`config.mk`:
```
export PLATFORM = sky130hd
export DESIGN_NAME = change_return_sequencer
export DESIGN_NICKNAME = d
export VERILOG_FILES = /design/src/rtl/change_return_sequencer_pkg.sv /design/src/rtl/change_coin_picker.sv /design/src/rtl/change_return_sequencer.sv
export SDC_FILE = /design/constraint.sdc
export NUM_CORES = 1
export LEC_CHECK = 0
export CAP_MARGIN = 15
export CORE_MARGIN = 8
export CORE_UTILIZATION = 53
export DETAILED_ROUTE_END_ITERATION = 10
export PLACE_DENSITY = 0.88
export SKIP_LAST_GASP = 1
export SLEW_MARGIN = 20
export SYNTH_ARGS = -nofsm -noshare
export SYNTH_HDL_FRONTEND = slang
export SYNTH_SLANG_ARGS = --single-unit
```
`constraint.sdc`:
```
create_clock -name clk -period 8.7 [get_ports clk]
set_clock_uncertainty 0.1 [all_clocks]
set_input_delay 1.74 -clock clk [delete_from_list [all_inputs] [get_ports clk]]
set_output_delay 1.74 -clock clk [all_outputs]
set_load 0.01 [all_outputs]
```
`src/rtl/change_return_sequencer_pkg.sv`:
```
// Shared sizing, default coin table and FSM state encoding for the change-return path.
package change_return_sequencer_pkg;

  localparam int unsigned kNumCoins  = 3;
  localparam int unsigned kTotalBits = 31;
  localparam int unsigned kWaitTime  = 100;
  localparam int unsigned kStockBits = 8;
  localparam int unsigned kStockInit = 4;
  localparam int unsigned kCoinW     = 32;

  localparam logic [kNumCoins*kCoinW-1:0] kCoinValueDefault = {32'd1000, 32'd500, 32'd100};

  typedef enum logic [2:0] {
    IDLE   = 3'd0,
    ARMED  = 3'd1,
    SELECT = 3'd2,
    EJECT  = 3'd3,
    DONE   = 3'd4
  } state_e;

endpackage

```
`src/rtl/change_coin_picker.sv`:
```
// Greedy selector: highest available denomination that does not exceed the remaining amount.
module change_coin_picker
  import change_return_sequencer_pkg::*;
#(
  parameter int unsigned NUM_COINS  = kNumCoins,
  parameter int unsigned TOTAL_BITS = kTotalBits
) (
  input  logic [TOTAL_BITS-1:0]       i_remaining,
  input  logic [NUM_COINS*kCoinW-1:0] i_coin_value,
  input  logic [NUM_COINS-1:0]        i_avail,
  output logic [NUM_COINS-1:0]        o_idx_c,
  output logic                        o_found_c
);

  localparam int unsigned CMP_W = (TOTAL_BITS > kCoinW) ? TOTAL_BITS : kCoinW;

  // Ascending scan so the last qualifying (largest) index wins.
  always_comb begin
    o_idx_c   = '0;
    o_found_c = 1'b0;
    for (int i = 0; i < NUM_COINS; i++) begin
      if (i_avail[i] &&
          (CMP_W'(i_coin_value[i*kCoinW +: kCoinW]) <= CMP_W'(i_remaining))) begin
        o_idx_c    = '0;
        o_idx_c[i] = 1'b1;
        o_found_c  = 1'b1;
      end
    end
  end

endmodule

```
`src/rtl/change_return_sequencer.sv`:
```
// Change-return controller: inactivity timer, greedy coin ejection and balance debit.
// Build option CHANGE_STOCK_EN adds per-denomination stock counters that gate selection.
module change_return_sequencer
  import change_return_sequencer_pkg::*;
#(
  parameter int unsigned NUM_COINS  = kNumCoins,
  parameter int unsigned TOTAL_BITS = kTotalBits,
  parameter int unsigned WAIT_TIME  = kWaitTime,
  parameter int unsigned STOCK_BITS = kStockBits,
  parameter int unsigned STOCK_INIT = kStockInit
) (
  input  logic                        clk,
  input  logic                        reset,
  input  logic [NUM_COINS*kCoinW-1:0] coin_value,
  input  logic [TOTAL_BITS-1:0]       i_balance,
  input  logic                        i_activity,
  input  logic [NUM_COINS-1:0]        i_coin_insert,
  input  logic                        i_return_req,
  input  logic                        i_eject_ready,
  output logic                        o_eject_valid,
  output logic [NUM_COINS-1:0]        o_eject_idx,
  output logic                        o_debit_valid,
  output logic [TOTAL_BITS-1:0]       o_debit_amount,
  output logic                        o_busy,
  output logic                        o_done,
  output logic [TOTAL_BITS-1:0]       o_shortfall
);

  localparam int unsigned TIMER_W = (WAIT_TIME < 1) ? 1 : $clog2(WAIT_TIME + 1);

  state_e                  r_state;
  state_e                  w_state_next;
  logic [TIMER_W-1:0]      r_timer;
  logic [TOTAL_BITS-1:0]   r_remaining;
  logic [NUM_COINS-1:0]    r_eject_idx;
  logic [TOTAL_BITS-1:0]   r_shortfall;
  logic [NUM_COINS-1:0]    w_avail;
  logic [NUM_COINS-1:0]    w_pick_idx;
  logic                    w_found;
  logic                    w_handshake;
  logic                    w_enter_select;
  logic [kCoinW-1:0]       w_coin_sel;
  logic [TOTAL_BITS-1:0]   w_debit;

  change_coin_picker #(
    .NUM_COINS  (NUM_COINS),
    .TOTAL_BITS (TOTAL_BITS)
  ) u_picker (
    .i_remaining  (r_remaining),
    .i_coin_value (coin_value),
    .i_avail      (w_avail),
    .o_idx_c      (w_pick_idx),
    .o_found_c    (w_found)
  );

  // Reset gates the handshake so an aborted offer never debits.
  assign w_handshake    = (r_state == EJECT) && i_eject_ready && !reset;
  assign w_enter_select = ((r_state == IDLE) || (r_state == ARMED)) && (w_state_next == SELECT);
  assign w_debit        = TOTAL_BITS'(w_coin_sel);

  always_comb begin
    w_coin_sel = '0;
    for (int i = 0; i < NUM_COINS; i++) begin
      if (r_eject_idx[i]) w_coin_sel = w_coin_sel | coin_value[i*kCoinW +: kCoinW];
    end
  end

  always_ff @(posedge clk) begin
    if (reset) r_state <= IDLE;
    else       r_state <= w_state_next;
  end

  // Return request beats activity; in ARMED activity also holds off a pending timeout.
  always_comb begin
    w_state_next = r_state;
    unique case (r_state)
      IDLE: begin
        if (i_return_req)    w_state_next = SELECT;
        else if (i_activity) w_state_next = ARMED;
      end
      ARMED: begin
        if (i_return_req)                         w_state_next = SELECT;
        else if (!i_activity && (r_timer == '0))  w_state_next = SELECT;
      end
      SELECT:  w_state_next = w_found ? EJECT : DONE;
      EJECT:   if (w_handshake) w_state_next = SELECT;
      DONE:    w_state_next = IDLE;
      default: w_state_next = IDLE;
    endcase
  end

  always_comb begin
    o_eject_valid  = 1'b0;
    o_busy         = 1'b0;
    o_done         = 1'b0;
    o_debit_valid  = 1'b0;
    o_debit_amount = '0;
    unique case (r_state)
      SELECT: o_busy = 1'b1;
      EJECT: begin
        o_busy        = 1'b1;
        o_eject_valid = 1'b1;
        if (w_handshake) begin
          o_debit_valid  = 1'b1;
          o_debit_amount = w_debit;
        end
      end
      DONE:    o_done = 1'b1;
      default: ;
    endcase
  end

  assign o_eject_idx = r_eject_idx;
  assign o_shortfall = r_shortfall;

  always_ff @(posedge clk) begin
    if (reset) begin
      r_timer <= '0;
    end else if (r_state == DONE) begin
      r_timer <= '0;
    end else if (((r_state == IDLE) || (r_state == ARMED)) && i_activity && !i_return_req) begin
      r_timer <= TIMER_W'(WAIT_TIME);
    end else if ((r_state == ARMED) && (r_timer != '0)) begin
      r_timer <= r_timer - TIMER_W'(1);
    end
  end

  // Remaining amount, offered coin and shortfall of the current return.
  always_ff @(posedge clk) begin
    if (reset) begin
      r_remaining <= '0;
      r_eject_idx <= '0;
      r_shortfall <= '0;
    end else begin
      if (w_enter_select) begin
        r_remaining <= i_balance;
        r_shortfall <= '0;
      end else if (w_handshake) begin
        r_remaining <= r_remaining - w_debit;
      end
      if (r_state == SELECT) begin
        if (w_found) r_eject_idx <= w_pick_idx;
        else         r_shortfall <= r_remaining;
      end else if (w_handshake) begin
        r_eject_idx <= '0;
      end
    end
  end

`ifdef CHANGE_STOCK_EN
  logic [STOCK_BITS-1:0] r_stock [NUM_COINS];

  // Insert and eject of one index in the same cycle cancel; inserts saturate.
  always_ff @(posedge clk) begin
    if (reset) begin
      for (int i = 0; i < NUM_COINS; i++) r_stock[i] <= STOCK_BITS'(STOCK_INIT);
    end else begin
      for (int i = 0; i < NUM_COINS; i++) begin
        if (i_coin_insert[i] && !(w_handshake && r_eject_idx[i])) begin
          if (r_stock[i] != '1) r_stock[i] <= r_stock[i] + STOCK_BITS'(1);
        end else if (!i_coin_insert[i] && w_handshake && r_eject_idx[i]) begin
          r_stock[i] <= r_stock[i] - STOCK_BITS'(1);
        end
      end
    end
  end

  always_comb begin
    w_avail = '0;
    for (int i = 0; i < NUM_COINS; i++) w_avail[i] = (r_stock[i] != '0);
  end
`else
  logic w_unused_stock;

  assign w_avail        = '1;
  assign w_unused_stock = ^{i_coin_insert, STOCK_BITS'(STOCK_INIT)};
`endif

endmodule

```
==> results of run 1 <==
layer usage:
metal | vias up | wire length [microns] | track usage (%)
li1 | 3608 | - | -
met1 | 3641 | 10800 | 38.7
met2 | 424 | 11800 | 46.8
met3 | 67 | 2400 | 7.30
met4 | 0 | 1030 | 14.2
met5 | - | 0 | 0
logic make-up after synthesis:
kind of cell | Yosys count
adders and majority gates | 125
and+or+nand+nor | 223
DFF | 75
buffers and inverters | 89
AOI/OAI and AO/OA | 288
muxes | 2
xor gates and xnor gates | 23
per-stage QoR:
step / total power [mW] / setup slack [ns]
CTS: 1.50 / 2.57
floorplan: 0.884 / 3.98
global route: 1.61 / 2.38
global placement: 1.09 / 2.63
finish: 1.51 / 2.57
detailed placement: 1.11 / 2.57
area by class of cell:
class | count | area [sq um] | area share, %
multi-input combinational | 661 | 5070 | 54.1
timing repair buffer | 210 | 2080 | 22.1
sequential | 75 | 1500 | 16.0
clock buffer | 10 | 229 | 2.44
tap | 172 | 215 | 2.29
inverter | 56 | 210 | 2.24
clock inverter | 6 | 71.3 | 0.760
antenna | 1 | 2.50 | 0.0267
state kept, by name, indices dropped and copies added (netlist names):
signal and cells:
o_eject_idx 3, o_shortfall 31, r_timer 7, r_remaining 31
r_state 3
power by group through the flow:
stage,registers [mW],clock network (mW),logic [mW]
2_1_floorplan,0.396,0,0.489
3_3_place_gp,0.406,0,0.682
3_5_place_dp,0.407,0,0.699
4_1_cts,0.399,0.395,0.708
5_1_grt,0.403,0.412,0.793
6_report,0.401,0.389,0.723
Yosys cell counts, types with 14 or more instances:
master and number:
a21oi_1 56, clkbuf_1 23, nor2_1 81, xnor2_1 14, nand4_1 23, nor3_1 21
a222oi_1 48, ha_1 124, dfxtp_1 75, o21ai_0 28, nand2_1 36, inv_1 55
a21o_1 24, a22o_1 32
worst paths after layout:
path / startpoint / to / depth (start not counted)
max: reset / o_debit_valid / 7
min: o_shortfall[23] / o_shortfall[23] / 1
max reg2reg: o_eject_idx[1] / r_remaining[24] / 11
min reg2reg: o_shortfall[23] / o_shortfall[23] / 1
==> results_dict.tcl, run 1 <==
set metrics [dict create \
    power_density_mw_per_mm2 161 \
    p_sw_mw 0.599 \
    track_usage_pct 30.2 \
    p_clk_share_pct 25.7 \
    synth_edf_count 0 \
    final_cell_mix "200 x clkdlybuf4s50_1, 124 x ha_1, 81 x nor2_1, 75 x dfxtp_1, 56 x a21oi_1" \
    fin_cells 1191 \
    synthAdderAreaFrac_pct 22.8 \
    cts_inserted_buffers 9 \
    fin_crit_ns 6.13 \
    die_area_sq_mm 0.0169 \
    relSlewSlack_pct 25.6 \
    end_kind "output pin" \
    finalInstanceArea_sq_mm 0.00938 \
    overflow 0 \
    dpl.cell_count 1174 \
    core_area_sq_mm 0.0127 \
    worstMarginPinSlew_ns 1.11 \
    synthToLayoutAreaGrowth_pct 35.8 \
    synth_area_leaders "ha_1 22%, dfxtp_1 22%, a222oi_1 7.0%" \
    synth_top_family_by_area "compound AO/OA/AOI/OAI gates" \
    vdd.ir_drop.worst_mv 0.180 \
    numPortBuffers 200 \
    ys_ff_latch 75 \
    start_util_pct 54.5 \
    final_common_cell "clkdlybuf4s50_1" \
    clk_pin_slew_worst_paths_ns 0.06 \
    fmax_mhz 163 \
    routed_wl_mm 26.0 \
    drtIter0Drc 1002 \
    avgRoutedWirePerCell_microns 21.8 \
    crit_chain "clkdlybuf4s50_1 > buf_4 > nor2b_1 > nand2_2 > buf_4 > clkinv_1 > clkdlybuf4s50_1" \
    postCtsSetupBuffers 0 \
    yosys.area_share.simple_pct 16.0 \
    critical_path.slowest_cell "clkdlybuf4s50_1" \
    grt_pass1_wl_mm 40.0 \
    synthFlopType "dfxtp_1" \
    viasPerCell 6.50 \
    hold_class "reg -> reg" \
    fp.dieW_microns 130 \
    synth_top_area_cell "ha_1" \
    max_cap_violations 0 \
    vias 7740 \
    grt_pass1_vias 7670 \
    path_buf_inv 5 \
    cts_hold_buf 0 \
    detail_route.first_pass.iterations 9 \
    rrSetupSlack_ns 4.21 \
    fin_nets 1273 \
    synthMuxAreaShare_pct 0.290 \
    p_seq_share_pct 26.5 \
    postRouteAntennaNets 0 \
    hold_violations 0 \
    fin_util_pct 74.0 \
    post_cts_resized 0 \
    required_ns 6.86 \
    syn-cell-area_sq_mm 0.00691 \
    setup_tns_ns 0 \
    synth_nets 1085 \
    fin_hold_ws_ns 0.379 \
    power_frac_comb_pct 47.8 \
    synth.distinct_cells 63 \
    rsz0062_at_grt "no" \
    power_leakage_nw 3.68 \
    yosys_warnings 0 \
    hpwl_mm 20.4 \
    fillerInstances 990 \
    ios 204 \
    cts.sinks 75 \
    synth_cells 825 \
    tritoncts "yes" \
    synth_compound_area_share_pct 31.4 \
    placed_cell_area_sq_mm 0.00908 \
    slew_violations 0 \
    synth_xor_area_share_pct 2.92 \
    p_int_mw 0.914 \
    antenna_found_initial 1 \
    globalplace.congestion 0.969 \
    cts_htree_levels 3 \
    clk-insertion-delay-late_ns 0.35 \
    die_y_microns 130 \
    async_flop_share_pct 0 \
    rows 41 \
    cts_root_buf "clkbuf_16" \
    grt_start_max_net_pins 47 \
    path_max_fanout 46 \
    critPathMaxStageDelay_ns 0.50 \
    critical_path_class "in -> out" \
    start_kind "primary input" \
    drc 0 \
    ys_seq_area_share_pct 21.7 \
    crit_arrival_ns 4.29 \
    fin_crit_sh_pct 70.4 \
    setup_viol 0 \
    cp_top_family "buffers and inverters" \
    drive_above_1_share_pct 3.54 \
    p_sw_share_pct 39.6 \
    clockBufferDepth 2 \
    syn_area_per_cell_sq_um 8.37 \
    yosysTopAreaCellShare_pct 22.5 \
    outcome "completed" \
]
Power figures use the tool's default switching activity.
==> inputs of run 2 (changes only) <==
CORE_UTILIZATION = 44   (was 53)
PLACE_DENSITY = 0.78   (was 0.88)
clock period = 5.45 ns   (was 8.7 ns; I/O delays follow)
==> run 2 against run 1 <==
Clock power up 64%; critical endpoint is now r_remaining[25]; via count decreased by 1.8%; worst hold slack got worse by 0.0068 ns; first-iteration DRC count fell by 24%; sequential power increased by 59%; largest power group unchanged; largest cell class unchanged; register-to-register slack lost 2.9 ns; global-route usage decreased by 4.7 points; total power increased by 61%.
==> results_dict.tcl, run 2 (synthesis results as in run 1) <==
set metrics [dict create \
    outcome "completed" \
    synthToLayoutAreaGrowth_pct 37.1 \
    drive_above_1_share_pct 3.82 \
    globalplace.congestion 0.985 \
    setup_viol 0 \
    hpwl_mm 20.9 \
    post-place-ws_ns 0.610 \
    die_y_microns 141 \
    vias 7603 \
    fin_nets 1275 \
    fp.dieW_microns 141 \
    antenna_found_initial 1 \
    final_common_cell "clkdlybuf4s50_1" \
    worstMarginPinSlew_ns 0.939 \
    post_cts_resized 0 \
    placed_cell_area_sq_mm 0.00916 \
    crit_arrival_ns 4.75 \
    fin_crit_sh_pct 84.4 \
    drc 0 \
    end_kind "flop" \
    required_ns 5.60 \
    hold_violations 0 \
    postRouteAntennaNets 0 \
    viasPerCell 6.15 \
    critical_path_class "in -> reg" \
    relSlewSlack_pct 37.4 \
    overflow 0 \
    path_max_fanout 6 \
    worst_slack_ns 0.851 \
    die_area_sq_mm 0.0200 \
    routed_wl_mm 26.1 \
    vdd.ir_drop.worst_mv 0.156 \
    cts_inserted_buffers 9 \
    core_area_sq_mm 0.0156 \
    numPortBuffers 200 \
    avgRoutedWirePerCell_microns 21.1 \
    fin_hold_ws_ns 0.373 \
    fmax_mhz 217 \
    clk_pin_slew_worst_paths_ns 0.07 \
    cts_root_buf "clkbuf_16" \
    setup_tns_ns 0 \
    rsz0062_at_grt "no" \
    start_util_pct 44.3 \
    max_cap_violations 0 \
    detail_route.first_pass.iterations 6 \
    cts_hold_buf 0 \
    clk-insertion-delay-late_ns 0.35 \
    cts_htree_levels 3 \
    hold_class "reg -> reg" \
    power_leakage_nw 3.70 \
    finalInstanceArea_sq_mm 0.00947 \
    cts.sinks 75 \
    rows 46 \
    ios 204 \
    grt_pass1_vias 7482 \
    clockBufferDepth 2 \
    start_kind "primary input" \
    postCtsSetupBuffers 0 \
    track_usage_pct 25.5 \
    grt_start_max_net_pins 46 \
    tritoncts "yes" \
    grt_pass1_wl_mm 40.4 \
    slew_violations 0 \
    final_cell_mix "200 x clkdlybuf4s50_1, 124 x ha_1, 81 x nor2_1, 75 x dfxtp_1, 56 x a21oi_1" \
    power_density_mw_per_mm2 257 \
    fin_crit_ns 4.60 \
    drtIter0Drc 766 \
]
[run 2: changes by cell type in the layout (fill, tap and decap cells not counted), sizes merged]
cell	change
buf	+2
[run 2: final timing paths]
kind / startpoint / cells after the start / endpoint / slack [ns]
min: o_shortfall[24] / 1 / o_shortfall[24] / 0.37
min reg2reg: o_shortfall[24] / 1 / o_shortfall[24] / 0.37
max: coin_value[6] / 10 / r_remaining[25] / 0.85
max reg2reg: o_eject_idx[0] / 14 / r_remaining[28] / 1.30
[run 2: metal layers]
| layer | global-route usage (%) | share of wire [%] | vias to the layer above |
|---|---|---|---|
| met5 | 0 | 0 | - |
| met4 | 11.7 | 3.8 | 0 |
| met3 | 3.23 | 6.5 | 59 |
| met2 | 41.6 | 46 | 357 |
| met1 | 33.1 | 44 | 3578 |
| li1 | - | - | 3609 |
[run 2: through the flow]
stage	total power [mW]	util (%)	std cells
3_5_place_dp	1.78	58.7	1220
5_1_grt	2.59	60.7	1237
2_1_floorplan	1.41	-	825
4_1_cts	2.42	60.7	1236
3_3_place_gp	1.75	58.7	1220
6_report	2.43	60.7	1237
[run 2: critical path, stage by stage]
cell and delay [ns]:
clkdlybuf4s50_1 0.43, a222oi_1 0.85, ha_1 0.45, a2111o_1 0.46, o211ai_1 0.18, nand2_1 0.14, o211ai_1 0.44, o31ai_1 0.22
a211o_1 0.29, and3_1 0.17
[run 2: area by class of cell]
| type | count | area, sq um |
|---|---|---|
| fillers | 1378 | 6130 |
| diodes | 1 | 2.50 |
| clock buffers | 10 | 239 |
| multi-input cells | 661 | 5070 |
| inverters | 56 | 210 |
| flip-flops and latches | 75 | 1500 |
| clock inverters | 6 | 71.3 |
| well taps | 216 | 270 |
| repair buffers | 212 | 2100 |
[run 2: power breakdown]
group,leakage [nW],internal (mW),total (mW),switching (mW)
clock,0.146,0.372,0.638,0.267
combinational,2.94,0.522,1.15,0.633
sequential,0.611,0.586,0.639,0.0529
total,3.70,1.48,2.43,0.953
